==> config.mk <==
export PLATFORM = sky130hd
export DESIGN_NAME = invsqrt_nr
export DESIGN_NICKNAME = d
export VERILOG_FILES = /design/src/rtl/invsqrt_nr.sv
export SDC_FILE = /design/constraint.sdc
export NUM_CORES = 2
export LEC_CHECK = 0
export CAP_MARGIN = 20
export CORE_ASPECT_RATIO = 0.8
export CORE_MARGIN = 5
export CORE_UTILIZATION = 65
export CTS_BUF_LIST = sky130_fd_sc_hd__clkbuf_16
export DETAILED_ROUTE_END_ITERATION = 12
export PLACE_DENSITY = 0.92
export SLEW_MARGIN = 20
export SYNTH_ARGS = -nofsm -noshare
export SYNTH_HDL_FRONTEND = slang
export SYNTH_SLANG_ARGS = --single-unit
==> constraint.sdc <==
create_clock -name clk -period 26 [get_ports clk]
set_clock_uncertainty 0.1 [all_clocks]
set_input_delay 3.9 -clock clk [delete_from_list [all_inputs] [get_ports clk]]
set_output_delay 3.9 -clock clk [all_outputs]
set_load 0.01 [all_outputs]
==> src/rtl/invsqrt_nr.sv <==
`timescale 1ns/1ps
// 1/sqrt(x) for binary32: seed LUT, then NR_ITERS Newton-Raphson steps sharing one FRAC_W x FRAC_W multiplier.
// Latency 2+3*NR_ITERS edges from accept to ready for every input; start is ignored while a computation runs.
module invsqrt_nr #(
    parameter int FRAC_W    = 28,
    parameter int NR_ITERS  = 3,
    parameter int SEED_BITS = 4
) (
    input  logic        clk,
    input  logic        rst,
    input  logic        start,
    input  logic [31:0] float_in,
    output logic [31:0] float_out,
    output logic        ready,
    output logic        busy
);

    localparam int LUT_N = 2 ** SEED_BITS;
    localparam int LUT_W = LUT_N * FRAC_W;

    // Entry i = floor(2^(FRAC_W-2) / sqrt(mid)) found by bit-serial search on y^2*mid <= 1.
    function automatic logic [LUT_W-1:0] gen_lut();
        logic [LUT_W-1:0]  v;
        logic [127:0]      num;
        logic [127:0]      lim;
        logic [127:0]      c_w;
        logic [FRAC_W-1:0] y;
        logic [FRAC_W-1:0] c;
        v = '0;
        for (int i = 0; i < LUT_N; i++) begin
            num = 128'((LUT_N + 2 * (i % (LUT_N / 2)) + 1) << (i / (LUT_N / 2)));
            lim = 128'(LUT_N) << (2 * (FRAC_W - 2));
            y   = '0;
            for (int b = FRAC_W - 1; b >= 0; b--) begin
                c   = y | (FRAC_W'(1) << b);
                c_w = 128'(c);
                if (c_w * c_w * num <= lim) y = c;
            end
            v[i*FRAC_W +: FRAC_W] = y;
        end
        return v;
    endfunction

    localparam logic [LUT_W-1:0]  SEED_LUT = gen_lut();
    localparam logic [FRAC_W-1:0] FX_ONE   = FRAC_W'(1) << (FRAC_W - 2);
    localparam logic [FRAC_W-1:0] FX_1P5   = FRAC_W'(3) << (FRAC_W - 3);

    localparam logic [1:0] C_NORM = 2'd0;
    localparam logic [1:0] C_INF  = 2'd1;
    localparam logic [1:0] C_NAN  = 2'd2;
    localparam logic [1:0] C_ZERO = 2'd3;

    typedef enum logic [2:0] {
        S_IDLE, S_SEED, S_MUL_YY, S_MUL_XYY, S_MUL_UPD, S_PACK, S_DONE
    } state_t;

    state_t r_state, w_next;

    logic [31:0]         r_opnd, r_out;
    logic [FRAC_W-1:0]   r_m, r_y, r_t;
    logic [7:0]          r_k;
    logic [1:0]          r_cls;
    logic [2:0]          r_iter;

    logic                w_accept, w_iter_last;
    logic                w_sign, w_odd;
    logic [7:0]          w_exp;
    logic [22:0]         w_frac;
    logic [8:0]          w_e;
    logic [55:0]         w_m_ext;
    logic [SEED_BITS-1:0] w_idx;
    logic [FRAC_W-1:0]   w_m, w_y0;
    logic [1:0]          w_cls;
    logic [FRAC_W-1:0]   w_ma, w_mb, w_prod_q;
    logic [2*FRAC_W-1:0] w_prod;
    logic [63:0]         w_fr64;
    logic [22:0]         w_mant;
    logic                w_rnd;
    logic [23:0]         w_mant_r;
    logic [7:0]          w_eo;
    logic [31:0]         w_norm, w_result;
    logic                w_unused;

    assign w_accept    = start && (r_state == S_IDLE || r_state == S_DONE);
    assign w_iter_last = (int'(r_iter) == NR_ITERS - 1);

    // Operand decode; k = floor(e/2) is simply the upper bits of the two's-complement e.
    assign {w_sign, w_exp, w_frac} = r_opnd;
    assign w_e     = {1'b0, w_exp} - 9'd127;
    assign w_odd   = w_e[0];
    assign w_m_ext = w_odd ? {1'b1, w_frac, 32'b0} : {2'b01, w_frac, 31'b0};
    assign w_m     = w_m_ext[55 -: FRAC_W];
    assign w_idx   = {w_odd, w_frac[22 -: SEED_BITS-1]};
    assign w_y0    = SEED_LUT[int'(w_idx)*FRAC_W +: FRAC_W];

    always_comb begin
        w_cls = C_NORM;
        if (w_exp == 8'd0)
            w_cls = C_INF;
        else if (w_exp == 8'hFF)
            w_cls = (w_frac != 23'd0 || w_sign) ? C_NAN : C_ZERO;
        else if (w_sign)
            w_cls = C_NAN;
    end

    always_comb begin
        w_ma = r_y;
        w_mb = r_y;
        case (r_state)
            S_MUL_XYY: begin
                w_ma = r_m;
                w_mb = r_t;
            end
            S_MUL_UPD: w_mb = FX_1P5 - (r_t >> 1);
            default: ;
        endcase
    end

    assign w_prod   = {{FRAC_W{1'b0}}, w_ma} * {{FRAC_W{1'b0}}, w_mb};
    assign w_prod_q = w_prod[2*FRAC_W-3 -: FRAC_W];

    // y in (0.5,1): after the implicit shift-left its fraction starts at bit FRAC_W-4.
    assign w_fr64   = {r_y[FRAC_W-4:0], {(67-FRAC_W){1'b0}}};
    assign w_mant   = w_fr64[63:41];
    assign w_rnd    = w_fr64[40] & ((|w_fr64[39:0]) | w_mant[0]);
    assign w_mant_r = {1'b0, w_mant} + {23'b0, w_rnd};
    assign w_eo     = 8'd126 - r_k + {7'b0, w_mant_r[23]};

    always_comb begin
        if (r_y >= FX_ONE)
            w_norm = {1'b0, 8'd127 - r_k, 23'b0};
        else
            w_norm = {1'b0, w_eo, w_mant_r[22:0]};
        case (r_cls)
            C_INF:   w_result = 32'h7F800000;
            C_NAN:   w_result = 32'h7FC00000;
            C_ZERO:  w_result = 32'h00000000;
            default: w_result = w_norm;
        endcase
    end

    assign w_unused = ^{w_prod[2*FRAC_W-1 -: 2], w_prod[FRAC_W-3:0], w_m_ext[55-FRAC_W:0]};

    always_ff @(posedge clk or negedge rst) begin
        if (!rst) r_state <= S_IDLE;
        else      r_state <= w_next;
    end

    always_comb begin
        w_next = r_state;
        case (r_state)
            S_IDLE, S_DONE: if (start) w_next = S_SEED;
            S_SEED:         w_next = S_MUL_YY;
            S_MUL_YY:       w_next = S_MUL_XYY;
            S_MUL_XYY:      w_next = S_MUL_UPD;
            S_MUL_UPD:      w_next = w_iter_last ? S_PACK : S_MUL_YY;
            S_PACK:         w_next = S_DONE;
            default:        w_next = S_IDLE;
        endcase
    end

    always_ff @(posedge clk or negedge rst) begin
        if (!rst) begin
            r_opnd <= '0;
            r_out  <= '0;
            r_m    <= '0;
            r_y    <= '0;
            r_t    <= '0;
            r_k    <= '0;
            r_cls  <= C_NORM;
            r_iter <= '0;
        end else begin
            if (w_accept) begin
                r_opnd <= float_in;
                r_iter <= '0;
            end
            case (r_state)
                S_SEED: begin
                    r_m   <= w_m;
                    r_y   <= w_y0;
                    r_k   <= w_e[8:1];
                    r_cls <= w_cls;
                end
                S_MUL_YY, S_MUL_XYY: r_t <= w_prod_q;
                S_MUL_UPD: begin
                    r_y    <= w_prod_q;
                    r_iter <= r_iter + 3'd1;
                end
                S_PACK:  r_out <= w_result;
                default: ;
            endcase
        end
    end

    assign float_out = r_out;
    assign ready     = (r_state == S_DONE);
    assign busy      = (r_state != S_IDLE) && (r_state != S_DONE);

endmodule

==> flow_summary.yaml <==
outcome:
  status: "complete, no violations"
yosys:
  ys_warn_count: 0
  yosysTopAreaCell: "fa_1"
  synth_edf_count: 0
  synth_most_common_cell: "inv_1"
  synth.top_cell.area_share: 0.399
  synth_area_leaders: "fa_1 40%, dfrtp_1 12%, inv_1 8.9%, nand2_1 8.8%, ha_1 7.9%"
  ys_seq_area_frac: 0.119
  ys_types: 82
  syn_area_per_cell_um2: 8.56
  syn_nets: 4864
  netlist_area_um2: 33800
  async_flop_share: 1.00
  syn_inst: 3943
  synthTopCellsByCount: "801 x inv_1, 793 x nand2_1, 672 x fa_1"
  ys.flop_type: "dfrtp_1"
  ys_ff_latch: 160
place:
  portBuffers: 67
  post-place-ws_ns: 15.92
  dp_hpwl_um: 83900
  placedCellCount: 4561
  routabilityCongestion: 1.11
timing:
  tns_ns: 0
  timing.final.crit_period_ns: 10.44
  tightestPinTransition_ns: 1.31
  finalMaxSlewViolations: 0
  max_freq_ghz: 0.0958
  fin_ws_ns: 15.56
  maxSlewHeadroom: 0.0998
  hold_viol_final: 0
  fin_crit_sh: 0.402
  rsz0062_at_grt: "no"
  setup_viol: 0
detailed_routing:
  wl_per_cell_um: 23.2
  ant_nets: 0
  wl_um: 106000
  num_vias: 28600
  firstDrtPassIters: 6
  via_per_inst: 6.22
  drcViolationCount: 0
  drtIter0Drc: 3533
clock_network:
  cts_inserted_buffers: 17
  cts_buffer_depth: 2
  postCtsHoldBufs: 0
  cts_tree: "built"
  cts.sink_count: 160
  insertion_delay_ns: 0.44
  postCtsSetupRepairBufs: 0
  path_clk_slew_ns: 0.07
  htree_levels: 4
  cts_resized: 0
  root_buffer: "clkbuf_16"
cells_and_area:
  utilization: 0.699
  final_cells: 4599
  nNetsFinal: 4819
  area_growth_pct: 5.94
  fillers: 3702
  drive_gt1_frac: 0.0512
  multi_input_area_um2: 26100
  register_area_um2: 4010
setup_path:
  cp.arrival_ns: 10.66
  cp_slowest_stage_delay_ns: 1.00
  r2r_slack_ns: 15.56
  worstSetupPathType: "reg -> reg"
  cpMostUsedCell: "fa_1"
  rr_endpoint: "r_t[26]"
  worstPathRequired_ns: 26.22
  critPathCaptureType: "register"
  r2r_start: "r_state[1]"
  cp_slowest_cell: "o21ai_0"
  critPathMaxFanout: 58
  rr_worst_depth: 27
  critPathLaunchType: "register"
worst_hold_path:
  min_from: "float_out[14]"
  min_path_type: "reg -> reg"
  hold_depth: 2
  hold_end: "float_out[14]"
global_routing:
  grt_overflow_total: 0
  gr-usage-all-layers: 0.384
  antenna_found_initial: 2
  grt_max_degree: 85
  grt_pass1_vias: 30500
  grt_pass1_wl_um: 169000
die:
  die_area_um2: 56600
  core_area_um2: 51200
  num_rows: 74
  ios: 69
  start_util: 0.659
  die_w_um: 265
  die_h_um: 214
job:
  drv_cap: 0
==> area by class of cell <==
type	count	share of cell area
flip-flops and latches	160	0.112
clock buffers	17	0.0119
inverters	803	0.0843
multi-input cells	2774	0.729
diodes	5	0.000350
repair buffers	142	0.0349
well taps	684	0.0239
clock inverters	14	0.00399
==> state kept, by name, indices dropped and copies added (netlist names) <==
| register | flops |
|---|---|
| r_opnd | 32 |
| r_t | 28 |
| r_cls | 2 |
| float_out | 31 |
| r_state | 3 |
| r_y | 28 |
| r_k | 8 |
| r_m | 25 |
| r_iter | 3 |
==> cell families (layout without fill, tap and decap cells) <==
group                    after synthesis  count (layout)  share of synthesized area
AND/OR/NAND/NOR                     1291            1291                      0.161
buffers and inverters               1009             976                      0.113
adder cells (fa/ha/maj)              886             886                      0.478
AO/OA/AOI/OAI                        425             425                     0.0801
flip-flops                           160             160                      0.119
multiplexers                          91              91                     0.0288
XOR/XNOR                              80              80                     0.0208
other                                  1               6                   0.000111
==> metal layers <==
layer,share of wire,vias to the layer above,track usage
li1,-,11900,-
met1,0.36,14100,0.510
met2,0.44,2035,0.593
met3,0.13,505,0.112
met4,0.064,4,0.183
met5,0.00021,-,0
==> critical path, delay by kind of cell (launching register included) <==
| kind | cells | cell delay, ns |
|---|---|---|
| adders and majority gates | 8 | 3.80 |
| xor gates and xnor gates | 1 | 0.19 |
| and+or+nand+nor | 4 | 1.19 |
| AOI/OAI and AO/OA | 8 | 3.04 |
| DFF | 1 | 0.61 |
| muxes | 1 | 0.28 |
| buffers and inverters | 5 | 1.09 |
==> per-stage QoR <==
step	instance area [um2]	hold slack, ns
finish	35800	0.386
global route	35800	0.411
CTS	35700	0.388
detailed placement	35100	0.373
global placement	35100	0.362
floorplan	33800	0.350
==> placed cells by master, fill, tap and decap left out, types with 7 or more instances in the layout <==
cell and n:
xor2_1 40, mux2_2 45, a211oi_1 24, and3_1 16, and2_1 48, nand2_1 791, or3_1 16, a21oi_1 104
o21a_1 16, a21oi_2 9, o21ai_1 11, nor4_1 10, a221o_1 9, o31ai_1 7, a31oi_1 11, nor3_1 29
clkdlybuf4s50_1 66, inv_1 803, o21ai_0 117, nor2b_1 8, dfrtp_1 159, nand2b_1 14, nand3_1 30, xnor2_1 40
o21bai_1 10, mux2i_1 40, o22ai_1 9, nand4_1 20, o211ai_1 24, fa_1 672, a21o_1 18, buf_4 74
ha_1 214, nor2_1 269, clkbuf_16 17
==> how the worst max path moves through the flow <==
stage	startpoint	endpoint	slack, ns	depth (start not counted)
2_1_floorplan	r_t[1]	r_t[15]	17.52	31
6_report	r_state[1]	r_t[26]	15.56	27
4_1_cts	r_state[1]	r_y[24]	15.86	26
5_1_grt	r_state[1]	r_y[23]	15.21	26
3_5_place_dp	r_state[1]	r_y[24]	15.92	26
3_3_place_gp	r_state[1]	r_t[26]	16.18	27
Power is left out: the tool's default activity adds up to more than one toggle a clock period on the data nets, which glitch-free logic cannot reach.
